[config.mk]
export PLATFORM = sky130hd
export DESIGN_NAME = fx_mac_seq
export DESIGN_NICKNAME = d
export VERILOG_FILES = /design/src/rtl/fx_pkg.sv /design/src/rtl/fx_vec_buf.sv /design/src/rtl/fx_mac_seq.sv
export SDC_FILE = /design/constraint.sdc
export NUM_CORES = 1
export LEC_CHECK = 0
export ABC_AREA = 1
export BUFFER_PORTS_ARGS = -buffer_cell sky130_fd_sc_hd__buf_2
export CORE_ASPECT_RATIO = 0.7
export CORE_MARGIN = 8
export CORE_UTILIZATION = 54
export DETAILED_ROUTE_END_ITERATION = 8
export PLACE_DENSITY = 0.8
export SYNTH_ARGS = -nofsm -noshare
export SYNTH_HDL_FRONTEND = slang
export SYNTH_HIERARCHICAL = 1
export SYNTH_SLANG_ARGS = --single-unit
export TNS_END_PERCENT = 20
[constraint.sdc]
create_clock -name clk_i -period 1.9 [get_ports clk_i]
set_input_delay 0.095 -clock clk_i [delete_from_list [all_inputs] [get_ports clk_i]]
set_output_delay 0.095 -clock clk_i [all_outputs]
set_load 0.1 [all_outputs]
[src/rtl/fx_pkg.sv]
// Shared definitions for the fx_mac datapath family: default widths, the
// sequencer state encoding and small elaboration helpers.
package fx_pkg;

  localparam int WIDTH_DEF    = 8;
  localparam int FRACTION_DEF = 4;
  localparam int GAP_MIN      = 6;

  typedef enum logic [2:0] {
    S_IDLE   = 3'd0,
    S_STREAM = 3'd1,
    S_WAIT   = 3'd2,
    S_HOLD   = 3'd3,
    S_GAP    = 3'd4
  } seq_state_e;

  // Index/counter width for n distinct values, never narrower than one bit.
  function automatic int aw_f(input int n);
    return (n <= 2) ? 1 : $clog2(n);
  endfunction

endpackage

[src/rtl/fx_vec_buf.sv]
// K x WIDTH register file: one synchronous write port, one combinational
// read port, cleared by reset.
module fx_vec_buf #(
  parameter int WIDTH = 8,
  parameter int K     = 4,
  parameter int AW    = 2
) (
  input  logic             clk_i,
  input  logic             rstn,
  input  logic             we_i,
  input  logic [AW-1:0]    waddr_i,
  input  logic [WIDTH-1:0] wdata_i,
  input  logic [AW-1:0]    raddr_i,
  output logic [WIDTH-1:0] rdata_o
);

  logic [WIDTH-1:0] mem_q [K];

  always_ff @(posedge clk_i) begin
    if (!rstn) begin
      for (int i = 0; i < K; i++) mem_q[i] <= '0;
    end else if (we_i) begin
      mem_q[waddr_i] <= wdata_i;
    end
  end

  assign rdata_o = mem_q[raddr_i];

endmodule

[src/rtl/fx_mac_seq.sv]
// Burst sequencer in front of one fx_mac: buffers a weight and a data vector,
// streams them as one K-cycle burst, captures the MAC result and hands it off.
module fx_mac_seq
  import fx_pkg::*;
#(
  parameter int WIDTH    = WIDTH_DEF,
  parameter int K        = 4,
  parameter int FRACTION = FRACTION_DEF,
  parameter int GAP      = GAP_MIN,
  parameter int TIMEOUT  = 64,
  localparam int AW      = aw_f(K)
) (
  input  logic             clk_i,
  input  logic             rstn,
  input  logic             wr_en_i,
  input  logic             wr_sel_i,
  input  logic [AW-1:0]    wr_addr_i,
  input  logic [WIDTH-1:0] wr_data_i,
  input  logic             start_i,
  output logic             busy_o,
  output logic             mac_vld_o,
  output logic [WIDTH-1:0] mac_win_o,
  output logic [WIDTH-1:0] mac_din_o,
  input  logic [WIDTH-1:0] mac_acc_i,
  input  logic             mac_vld_i,
  output logic [WIDTH-1:0] res_o,
  output logic             res_vld_o,
  input  logic             res_rdy_i,
  output logic             err_o
);

  localparam int IW = aw_f(K + 1);
  localparam int TW = aw_f(TIMEOUT);
  localparam int GW = aw_f(GAP);

  if (GAP < GAP_MIN || FRACTION >= WIDTH) begin : g_cfg_bad
    $error("fx_mac_seq: GAP below minimum or FRACTION not below WIDTH");
  end

  seq_state_e       state_q;
  logic [IW-1:0]    idx_q;
  logic [TW-1:0]    timer_q;
  logic [GW-1:0]    gap_q;
  logic             mac_vld_q;
  logic [WIDTH-1:0] mac_win_q;
  logic [WIDTH-1:0] mac_din_q;
  logic [WIDTH-1:0] res_q;
  logic             res_vld_q;
  logic             err_q;

  logic             wr_ok;
  logic [AW-1:0]    rd_addr;
  logic [WIDTH-1:0] wbuf_rd;
  logic [WIDTH-1:0] dbuf_rd;
  logic             byp0;
  logic [WIDTH-1:0] win0;
  logic [WIDTH-1:0] din0;

  assign wr_ok   = (state_q == S_IDLE) && wr_en_i &&
                   ({1'b0, wr_addr_i} < (AW + 1)'(K));
  assign rd_addr = (state_q == S_IDLE) ? '0 : AW'(idx_q);

  fx_vec_buf #(.WIDTH(WIDTH), .K(K), .AW(AW)) u_wbuf (
    .clk_i   (clk_i),
    .rstn    (rstn),
    .we_i    (wr_ok && !wr_sel_i),
    .waddr_i (wr_addr_i),
    .wdata_i (wr_data_i),
    .raddr_i (rd_addr),
    .rdata_o (wbuf_rd)
  );

  fx_vec_buf #(.WIDTH(WIDTH), .K(K), .AW(AW)) u_dbuf (
    .clk_i   (clk_i),
    .rstn    (rstn),
    .we_i    (wr_ok && wr_sel_i),
    .waddr_i (wr_addr_i),
    .wdata_i (wr_data_i),
    .raddr_i (rd_addr),
    .rdata_o (dbuf_rd)
  );

  // A write to element 0 in the start cycle must reach the first operand.
  assign byp0 = wr_ok && (wr_addr_i == '0);
  assign win0 = (byp0 && !wr_sel_i) ? wr_data_i : wbuf_rd;
  assign din0 = (byp0 && wr_sel_i)  ? wr_data_i : dbuf_rd;

  always_ff @(posedge clk_i) begin
    if (!rstn) begin
      state_q   <= S_IDLE;
      idx_q     <= '0;
      timer_q   <= '0;
      gap_q     <= '0;
      mac_vld_q <= 1'b0;
      mac_win_q <= '0;
      mac_din_q <= '0;
      res_q     <= '0;
      res_vld_q <= 1'b0;
      err_q     <= 1'b0;
    end else begin
      case (state_q)
        S_IDLE: begin
          if (start_i) begin
            state_q   <= S_STREAM;
            err_q     <= 1'b0;
            idx_q     <= IW'(1);
            mac_vld_q <= 1'b1;
            mac_win_q <= win0;
            mac_din_q <= din0;
          end
        end
        S_STREAM: begin
          if (idx_q == IW'(K)) begin
            state_q   <= S_WAIT;
            timer_q   <= '0;
            mac_vld_q <= 1'b0;
            mac_win_q <= '0;
            mac_din_q <= '0;
          end else begin
            idx_q     <= idx_q + IW'(1);
            mac_win_q <= wbuf_rd;
            mac_din_q <= dbuf_rd;
          end
        end
        S_WAIT: begin
          if (mac_vld_i) begin
            state_q   <= S_HOLD;
            res_q     <= mac_acc_i;
            res_vld_q <= 1'b1;
          end else if (timer_q == TW'(TIMEOUT - 1)) begin
            state_q <= S_GAP;
            gap_q   <= '0;
            err_q   <= 1'b1;
          end else begin
            timer_q <= timer_q + TW'(1);
          end
        end
        S_HOLD: begin
          if (res_rdy_i) begin
            state_q   <= S_GAP;
            gap_q     <= '0;
            res_vld_q <= 1'b0;
          end
        end
        S_GAP: begin
          if (gap_q == GW'(GAP - 1)) begin
            state_q <= S_IDLE;
          end else begin
            gap_q <= gap_q + GW'(1);
          end
        end
        default: state_q <= S_IDLE;
      endcase
    end
  end

  assign busy_o    = (state_q != S_IDLE);
  assign mac_vld_o = mac_vld_q;
  assign mac_win_o = mac_win_q;
  assign mac_din_o = mac_din_q;
  assign res_o     = res_q;
  assign res_vld_o = res_vld_q;
  assign err_o     = err_q;

endmodule

# Word level (Yosys, flattened, before mapping)
# Memory sizes are Yosys's and may differ from the RTL's.
# Index checks and enable logic that the tools add are counted.
# op_classes
n_eq_ne,18
n_mux,50
n_reduce_logical,26
n_addsub,3
# ops
cell,count
$mux 8,8
$mux 3,11
$pmux 8 s2,2
$ne 2x2->1 const B,10
$mux 6,3
$mux 1,16
$reduce_or 8->1,2
$pmux 3 s5,1
$pmux 6 s2,1
$reduce_and 5->1,2
$eq 3x3->1 const B,3
$pmux 3 s3,1
$reduce_and 3->1,3
$reduce_and 4->1,2
$reduce_bool 2->1,4
$add 3x1->3 const B,2
$add 6x1->6 const B,1
$eq 3x2->1 const B,2
$eq 6x6->1 const B,1
$logic_and 1x1->1,6
$mux 2,3
$pmux 1 s2,3
$pmux 3 s2,1
$reduce_bool 3->1,2
other kinds (6),7
# totals
wordCells,109
ramBits,64
memories,2
regBits,42
# memory_table
memory,depth,width,read_ports,rd_ports_with_merged_regs,write_ports,line_no,text
u_dbuf.mem_q,4,8,1,0,4,fx_vec_buf.sv:17,logic [WIDTH-1:0] mem_q [K];
u_wbuf.mem_q,4,8,1,0,4,fx_vec_buf.sv:17,

# Depth between registers and ports, before layout
# Gate-level depths: netlist of run 1.
# depth
word_depth,8
depth_mapped,14
mapped_depth_nobuf,12

# Cells and area by module
# The synthesis of run 1 kept the hierarchy.
# modules_own_cells
module,seq_area_each_um2,area_each_um2,cells_each,instances
fx_vec_buf,960.9,1616.6,178,2
fx_mac_seq,840.8,2407.3,380,1

# Least setup slack after synthesis of run 1
# OpenSTA, ideal clock, no wires.
# synth_path
kind,reg2reg
start,register state_q[0]
end,memory u_dbuf.mem_q[2][0] (enable)
synth_period_minus_slack_ns,2.029
path_slack_ns,-0.129
required_time_ns,1.516
path_buffers,0
path_stages_with_launch,6
t_arrival_ns,1.645
setup_time_ns,0.384
cell_sequence,dfxtp_1 > nor2_2 > nand3_2 > nor2_1 > nand2_4 > o21ai_0
# synth_rtl
item,line_no,text
from (decl),fx_mac_seq.sv:40,seq_state_e state_q;
from (signal assigned),fx_mac_seq.sv:90,state_q <= S_IDLE;
from (signal assigned),fx_mac_seq.sv:104,state_q <= S_STREAM;
from (signal assigned),fx_mac_seq.sv:114,state_q <= S_WAIT;
to (decl),fx_vec_buf.sv:17,

# Final worst setup path of run 1
# layout_path
start,register state_q[1]
end,"register mac_win_q[0], in the netlist mac_win_o[0]"
# layout_rtl
item,line_no,text
$logic_not 3->1 *,fx_mac_seq.sv:61,assign rd_addr = (state_q == S_IDLE) ? '0 : AW'(idx_q);
$mux 2 *,fx_mac_seq.sv:61,
net rd_addr[0],fx_mac_seq.sv:52,logic [AW-1:0] rd_addr;
$mem_v2 4x8 *,-,
net wbuf_rd[0],fx_mac_seq.sv:53,logic [WIDTH-1:0] wbuf_rd;
$mux 8,fx_mac_seq.sv:85,assign win0 = (byp0 && !wr_sel_i) ? wr_data_i : wbuf_rd;
$mux 8,fx_mac_seq.sv:103,if (start_i) begin
$pmux 8 s2 *,fx_mac_seq.sv:101,case (state_q)
to (signal assigned),fx_mac_seq.sv:108,mac_win_q <= win0;
to (signal assigned),fx_mac_seq.sv:121,mac_win_q <= wbuf_rd;
to (decl),fx_mac_seq.sv:45,logic [WIDTH-1:0] mac_win_q;
# Mark *: on every way through the listed nets, which the timed path passes. The rest lies on a longest branch. The select of a mux whose other input is x is not followed.
# A chain may end at the register's enable or synchronous reset.

==> results of run 1 <==
==> stage by stage <==
stage,worst slack [ns],util (%),power (mW)
floorplan,-0.128,-,6.34
global placement,0.0922,59.6,7.11
detailed placement,0.00763,59.6,7.19
CTS,0.0278,63.5,9.41
global route,0.00742,64.3,10.1
finish,0.133,64.3,9.60
==> power by group <==
group | internal [mW] | switching (mW) | leakage (nW)
Combinational | 1.16 | 3.42 | 2.03
Sequential | 2.76 | 0.185 | 1.01
Clock | 1.27 | 0.804 | 0.155
==> registers in the layout, indices dropped and copies added (netlist names) <==
| register | count |
|---|---|
| u_dbuf/mem_q | 32 |
| u_wbuf/mem_q | 32 |
| mac_din_o | 8 |
| mac_win_o | 8 |
| res_o | 8 |
| timer_q | 6 |
| gap_q | 3 |
| idx_q | 3 |
| state_q | 3 |
| err_o | 1 |
| mac_vld_o | 1 |
| res_vld_o | 1 |
==> metal layers <==
| metal | vias to the layer above | share of wire [%] |
|---|---|---|
| met5 | - | 0 |
| met2 | 252 | 46 |
| met3 | 24 | 9.3 |
| met4 | 0 | 1.7 |
| li1 | 2417 | - |
| met1 | 2342 | 43 |
==> worst paths after layout <==
path / slack, ns / to / cells after the start
worst min-delay path: 0.01 / res_o[0]$_SDFFE_PN0P_ / 3
worst max-delay path: 0.13 / mac_win_o[0]$_SDFFE_PN0P_ / 13
worst min register to register: 0.46 / mac_win_o[4]$_SDFFE_PN0P_ / 2
worst max register to register: 0.13 / mac_win_o[0]$_SDFFE_PN0P_ / 13
==> Yosys cell counts <==
cell type / count
sky130_fd_sc_hd__or2_2: 1
sky130_fd_sc_hd__nor3b_2: 1
sky130_fd_sc_hd__buf_6: 3
sky130_fd_sc_hd__o21ai_0: 13
sky130_fd_sc_hd__nand3_2: 3
sky130_fd_sc_hd__nor3_4: 2
sky130_fd_sc_hd__nor3_1: 13
sky130_fd_sc_hd__buf_4: 5
sky130_fd_sc_hd__nand2_1: 207
sky130_fd_sc_hd__nor2_2: 4
sky130_fd_sc_hd__xor2_1: 1
sky130_fd_sc_hd__ha_1: 5
sky130_fd_sc_hd__nor3b_1: 1
sky130_fd_sc_hd__dfxtp_1: 42
sky130_fd_sc_hd__inv_2: 6
sky130_fd_sc_hd__clkbuf_1: 5
sky130_fd_sc_hd__o21bai_1: 1
sky130_fd_sc_hd__nand2_2: 5
sky130_fd_sc_hd__nor2_8: 3
sky130_fd_sc_hd__o21bai_2: 1
sky130_fd_sc_hd__nand4_1: 1
sky130_fd_sc_hd__clkinv_1: 2
sky130_fd_sc_hd__nand3_1: 56
sky130_fd_sc_hd__nand2_4: 8
sky130_fd_sc_hd__nor2_4: 2
sky130_fd_sc_hd__o31ai_1: 1
sky130_fd_sc_hd__inv_1: 130
sky130_fd_sc_hd__o211ai_1: 1
sky130_fd_sc_hd__nor2_1: 88
sky130_fd_sc_hd__edfxtp_1: 64
sky130_fd_sc_hd__a21oi_1: 48
sky130_fd_sc_hd__buf_2: 9
sky130_fd_sc_hd__nor3_2: 2
sky130_fd_sc_hd__xnor2_1: 2
==> final cells by class <==
cell class | count | area [µm²]
fill | 859 | 3660
sequential | 106 | 2770
multi-input combinational | 470 | 2290
inverter | 138 | 523
timing repair buffer | 80 | 513
clock buffer | 9 | 225
tap | 132 | 165
clock inverter | 6 | 106
==> timing repair <==
item,CTS,global route
cloned,1,0
gates resized for setup,5,20
setup buffers,0,4
hold buffers,2,0
setup endpoints to repair,9,49
endpoints found under the hold margin,2,0
==> logic make-up after synthesis <==
kind of cell | count (synthesis) | share of synthesized area (%)
AND/OR/NAND/NOR | 397 | 31.9
buffers and inverters | 160 | 11.6
flip-flops | 106 | 49.0
AO/OA/AOI/OAI | 65 | 6.01
adder cells (fa/ha/maj) | 5 | 1.11
XOR/XNOR | 3 | 0.466
==> worst max-delay path, delay by kind of cell, from the launching register on <==
family	cells	cell delay, ns
buf+inv	4	0.40
simple gates	7	0.68
compound gates	2	0.24
flops	1	0.36
==> results.txt, run 1 <==
First element of the critical path: state_q[1]$_SDFFE_PN0P_. The tool flagged a number of max-cap violations equal to 0. Wires add up to 15.0 mm. The path category of the worst min-delay check is in -> reg. The tools report the leakage component of the power as 3.19 nW. Setup total negative slack on the finished layout was measured at 0 ns. Dividing the detail-routed via count by the number of cells gives 5.35. Summing all non-filler instances in the final layout gives an area of 0.00658 mm². Starting DRC count in detailed routing: 438. The clock arrives with 0.00615 ns of skew. The number of clock buffers added by TritonCTS is 9. Measured along the y axis, the die boundary spans 102 µm. The critical path's largest stage delay came out at 0.36 ns. The clock period could shrink to 1.77 ns.

Dividing the synthesized area by the synthesized cell count gives 7.66 µm². The ratio of total power to cell area came out at 1460 mW/mm². The routed wirelength normalized by instance count is 16.0 µm, and the share of cells above drive strength 1 is 18.5%. The maximum fanout along the worst path is 16, and the final routed DRC violation total is 0.

The worst hold margin was 0.00987 ns; the maximum number of pins on one net before global-route repair was 33. The startpoint identified for the worst hold timing path is mac_acc_i[0]. TritonCTS built the clock tree. The tools report the critical path data required time as 2.17 ns.

The overall overflow remaining after global route is 0, and the number of pins exceeding their max-slew limit in the final report is 0. From synthesis to final layout, the design area changed by 16.7%. Sequential cells were found to cover 49.0% of the synthesized design area. The number of sinks on the clock net is 106, and the tightest slew margin relative to the limit is 66.2%. Leaving out fill and tap cells, the most frequent cells in the layout are sky130_fd_sc_hd__nand2_1 (198), sky130_fd_sc_hd__inv_1 (130), sky130_fd_sc_hd__nor2_1 (84).

The top cell type's share of synthesized area is 34.1%, and the total die area is 0.0140 mm². The number of synthesized register bits is 106. The global-route met1 utilization was 27.3%; the final instance count without filler cells was 941. The detailed-placement wirelength estimate was 10.8 mm; the via count was 5,035.

The remaining antenna violation count after routing came out at 0. In this run, distinct cell masters in the synthesized netlist total 34. The critical path goes through inv_1 -> nand2_2 -> nor2_4 -> nor2_4 -> buf_12 -> inv_4 -> nand2_1 -> nand3_1 -> nand2_1 -> inv_1 -> a21oi_1 -> nand2_1 -> a21oi_1. In this design, the critical path's most frequently occurring cell is sky130_fd_sc_hd__nand2_1. The global-route wire length before repair was 23.8 mm. The number of nets at the end of the flow is 835. For the post-synthesis instance area, the log shows 0.00564 mm². The overall fraction of global-route tracks in use came out at 21.1%.

Clock-pin slew was measured on the worst setup and hold paths at 0.07 ns. The number of buffer cells added on primary ports was 52; the routability congestion estimate was 0.966. Setup violations remaining at the end of the flow were counted as 0. The met2 global-route usage was 33.8%; the total count of hold-check failures in the final report was 0.

The initialized floorplan defines 31 standard-cell rows. The flow ran to the end, and the final reports show no timing, DRC or antenna violations. The layer with the highest usage after global routing is met2. The first-pass detailed-route iteration total was 5; the highest achievable clock rate was 566 MHz.

Leaving out fill and tap cells, the most frequent cell in the layout is sky130_fd_sc_hd__nand2_1. The tools report the via count of the first global-routing pass as 4,762. The largest area contributor in the netlist was sky130_fd_sc_hd__edfxtp_1. Across the VDD grid, the largest voltage drop is 704 µV. 0 antenna diodes ended up in the layout.

The critical path is of the reg -> reg type. The clock insertion delay at the later pin of the skew report was 0.35 ns. Sorting the synthesized cells by area gives the leading types as sky130_fd_sc_hd__edfxtp_1 (34%), sky130_fd_sc_hd__dfxtp_1 (15%), sky130_fd_sc_hd__nand2_1 (14%), sky130_fd_sc_hd__inv_1 (8.7%), sky130_fd_sc_hd__nor2_1 (5.9%).

In the finished design, the share of the clock period the worst path needs comes to 93.0%. The category of the worst setup path launch point is a flip-flop. The synthesized netlist net count is 766. The tools report the synthesized netlist cell count as 736.

The number of warnings issued by yosys came out at 6. The launching point of the worst reg2reg path is state_q[1]$_SDFFE_PN0P_. The tools report the kind of capture point of the worst setup path as a flip-flop.

Data on the critical path arrives at its endpoint at 2.04 ns. Cell count after placement: 919. The core region is 0.0102 mm². For the initial antenna violation count, the log shows 0. 53 I/O pins were placed.

The longest clock path from root to sink contains 2 buffers. Setup repair after global routing left no endpoint under its margin. The placement-stage cell area came out at 0.00610 mm².

The run gives 55.1% as the starting density of the core. The slowest stage of the critical path is the sky130_fd_sc_hd__dfxtp_2 cell. The tree is rooted in a sky130_fd_sc_hd__clkbuf_16.

The H-tree level count was 3. Routing usage on met3: 6.09%. The slew of the pin with the lowest slew margin is 0.507 ns, and the die width is 138 µm.
(Power assumes the default switching activity.)
==> run 2: changes to the inputs <==
--- a/config.mk
+++ b/config.mk
@@ -9,9 +9,10 @@
 export BUFFER_PORTS_ARGS = -buffer_cell sky130_fd_sc_hd__buf_2
 export CORE_ASPECT_RATIO = 0.7
 export CORE_MARGIN = 8
-export CORE_UTILIZATION = 54
+export CORE_UTILIZATION = 64
 export DETAILED_ROUTE_END_ITERATION = 8
-export PLACE_DENSITY = 0.8
+export PLACE_DENSITY = 0.88
+export SKIP_LAST_GASP = 1
 export SYNTH_ARGS = -nofsm -noshare
 export SYNTH_HDL_FRONTEND = slang
 export SYNTH_HIERARCHICAL = 1
==> constraint.sdc (replaced) <==
create_clock -name clk_i -period 2.1 [get_ports clk_i]
set_input_delay 0.105 -clock clk_i [delete_from_list [all_inputs] [get_ports clk_i]]
set_output_delay 0.105 -clock clk_i [all_outputs]
set_load 0.1 [all_outputs]
==> results.txt, run 2 (synthesis gave the netlist of run 1 again) <==
The global-route wire length before repair was 23.1 mm (-2.8%); the initial antenna violation count was 0 (unchanged). The remaining antenna violation count after routing came out at 0 (unchanged). For the number of hold-repair buffers added at the cts stage, the log shows 0 (-2). The critical path is of the reg -> reg type. The total count of hold-check failures in the final report is 0 (unchanged), and the tightest slew margin relative to the limit is 66.2% (about the same).

The starting DRC count in detailed routing is 815 (+86%). The H-tree level count is 3 (unchanged). The maximum number of pins on one net before global-route repair was 35 (+6.1%). The final instance count without filler cells is 917 (-2.6%), and the register clock-pin slew on the reported worst setup and hold paths is 0.07 ns (about the same). The critical path data required time came out at 2.10 ns (-0.07 ns). Leaving out fill and tap cells, the most frequent cells in the layout are sky130_fd_sc_hd__nand2_1 (206), sky130_fd_sc_hd__inv_1 (130), sky130_fd_sc_hd__nor2_1 (85).

The first-pass detailed-route iteration total was 6 (+1). The starting density of the core is 66.3% (+11 points). Setup repair after global routing could not meet its margin everywhere. The logs give 593 (-31%) for the number of fillers in the final layout and 14.6 mm (-3.2%) for the final routed wirelength across all metal layers. The detailed-placement wirelength estimate is 10.4 mm (-3.0%). Final routed DRC violation total: 0 (unchanged).

The via count normalized by instance count is 5.54 (+3.5%), and the die extent in y is 94.5 µm (-6.9%). The worst setup path is captured at a flip-flop. The total die area was 0.0121 mm² (-14%). The number of buffers added by the clock tree synthesis step is 9 (unchanged), and the standard-cell row count is 28 (-9.7%). STA classifies the critical path startpoint as a flip-flop. Leaving out fill and tap cells, the most frequent cell in the layout is sky130_fd_sc_hd__nand2_1.

The run gives 0 (unchanged) as the final setup violation count. First element of the critical path: state_q[1]$_SDFFE_PN0P_. The leakage component of the power came out at 3.10 nW (-2.9%). For the via count, the log shows 5,078 (+0.85%). The overall fraction of global-route tracks in use is 24.3% (+3.1 points), and the ratio of total power to cell area is 1290 mW/mm² (-11%). The run gives 0 (unchanged) as the count of antenna diodes in the layout. The run gives 0.35 ns (about the same) as the clock insertion delay at the later pin of the skew report. The routed wirelength normalized by instance count came out at 15.9 µm (-0.69%). The die width is 128 µm (-7.2%), and the number of pins exceeding their max-slew limit in the final report is 0 (unchanged).

The cell at the root of the clock tree was sky130_fd_sc_hd__clkbuf_16. For the count of buffers added by post-CTS timing repair for setup, the log shows 0 (unchanged). The tools report the cell area after layout as 0.00635 mm² (-3.5%). The post-route fraction of the period consumed by the critical path works out to 97.4% (+4.4 points). The tools report the total area of sequential cells as 0.00277 mm² (unchanged). The worst register-to-register path begins at state_q[1]$_SDFFE_PN0P_.

The post-route minimum period is 2.05 ns (+0.279 ns). The number of nets at the end of the flow was 822 (-1.6%); the maximum fanout along the worst path was 9 (-7). The path category of the worst min-delay check was in -> reg. The I/O pin count was 53 (unchanged).

The number of buffer cells added on primary ports is 52 (unchanged). The cell count after placement came out at 900 (-2.1%). Data arrival time of the worst path: 2.05 ns (about the same). The highest achievable clock rate is 489 MHz (-14%). Number of sinks on the clock net: 106 (unchanged). The multi-input gate area in the final layout came out at 0.00224 mm² (-2.0%). For the setup clock skew after layout, the log shows 0.00794 ns (+0.00179 ns). In the final layout, the registers with the most flip-flops are u_dbuf/mem_q: 32 flops, u_wbuf/mem_q: 32 flops. The total power was 8.22 mW (-14%); the reported max-cap violation count was 0 (unchanged). Launch point of the worst hold path: mac_acc_i[5]. The tools report the core outline area as 0.00851 mm² (-17%).

The run gives 0 ns (unchanged) as the setup total negative slack. The tools report the maximum number of buffers from clock root to sink as 2 (unchanged). TritonCTS built the clock tree. The tools report the routability congestion estimate as 0.960 (-0.64%). Placement-stage cell area: 0.00604 mm² (-1.1%). The run finished with clean final reports.

The worst voltage drop across the vdd grid came out at 682 µV (-3.1%). The share of cells above drive strength 1 came out at 15.6% (-3.0 points). The overall overflow remaining after global route is 0 (unchanged), and the minimum setup slack among reg-to-reg paths is 0.05 ns (-0.08 ns). The slew of the pin with the lowest slew margin is 0.506 ns (-0.000378 ns), and the via count of the first global-routing pass is 4,656 (-2.2%). From synthesis to final layout, the design area changed by 12.6%. The run gives 0 (-5) as the post-cts resize count.
-- run 2: final timing paths --
path | cells after the start | endpoint
max | 7 | u_dbuf/mem_q[1][4]$_SDFFCE_PN0P_
min | 3 | res_o[5]$_SDFFE_PN0P_
max reg2reg | 7 | u_dbuf/mem_q[1][4]$_SDFFCE_PN0P_
min reg2reg | 2 | mac_din_o[4]$_SDFFE_PN0P_
-- run 2: layer usage --
layer | GRT usage (%) | wire (µm)
met3 | 7.77 | 1930
met4 | 7.78 | 282
met1 | 33.2 | 6010
met5 | 0 | 0
met2 | 35.9 | 6330
-- run 2: critical path, stage by stage (launching register included) --
cell	delay [ns]
sky130_fd_sc_hd__dfxtp_2	0.35
sky130_fd_sc_hd__nor2_2	0.16
sky130_fd_sc_hd__nand3_2	0.19
sky130_fd_sc_hd__nor2_1	0.31
sky130_fd_sc_hd__nand2_4	0.12
sky130_fd_sc_hd__nor2_8	0.13
sky130_fd_sc_hd__nand2_4	0.11
sky130_fd_sc_hd__nand2_1	0.33
-- run 2: cell type report --
cell class,count,share of cell area [%]
multi-input combinational,470,35.3
tap,120,2.36
clock buffer,13,3.94
inverter,138,8.19
clock inverter,3,0.394
sequential,106,43.5
timing repair buffer,67,6.34
-- run 2: power breakdown --
part,switching (mW),internal [mW]
clock,0.727,0.843
sequential,0.172,2.50
combinational,3.06,0.917
-- run 2: per-stage QoR --
| stage | hold WS (ns) | worst slack (ns) | utilization, % |
|---|---|---|---|
| floorplan | 0.243 | 0.0707 | - |
| global placement | 0.351 | 0.161 | 70.9 |
| detailed placement | 0.360 | 0.0283 | 70.9 |
| CTS | 0.00184 | 0.0107 | 74.1 |
| global route | 0.0303 | -0.0494 | 74.6 |
| finish | 0.00507 | 0.0541 | 74.6 |
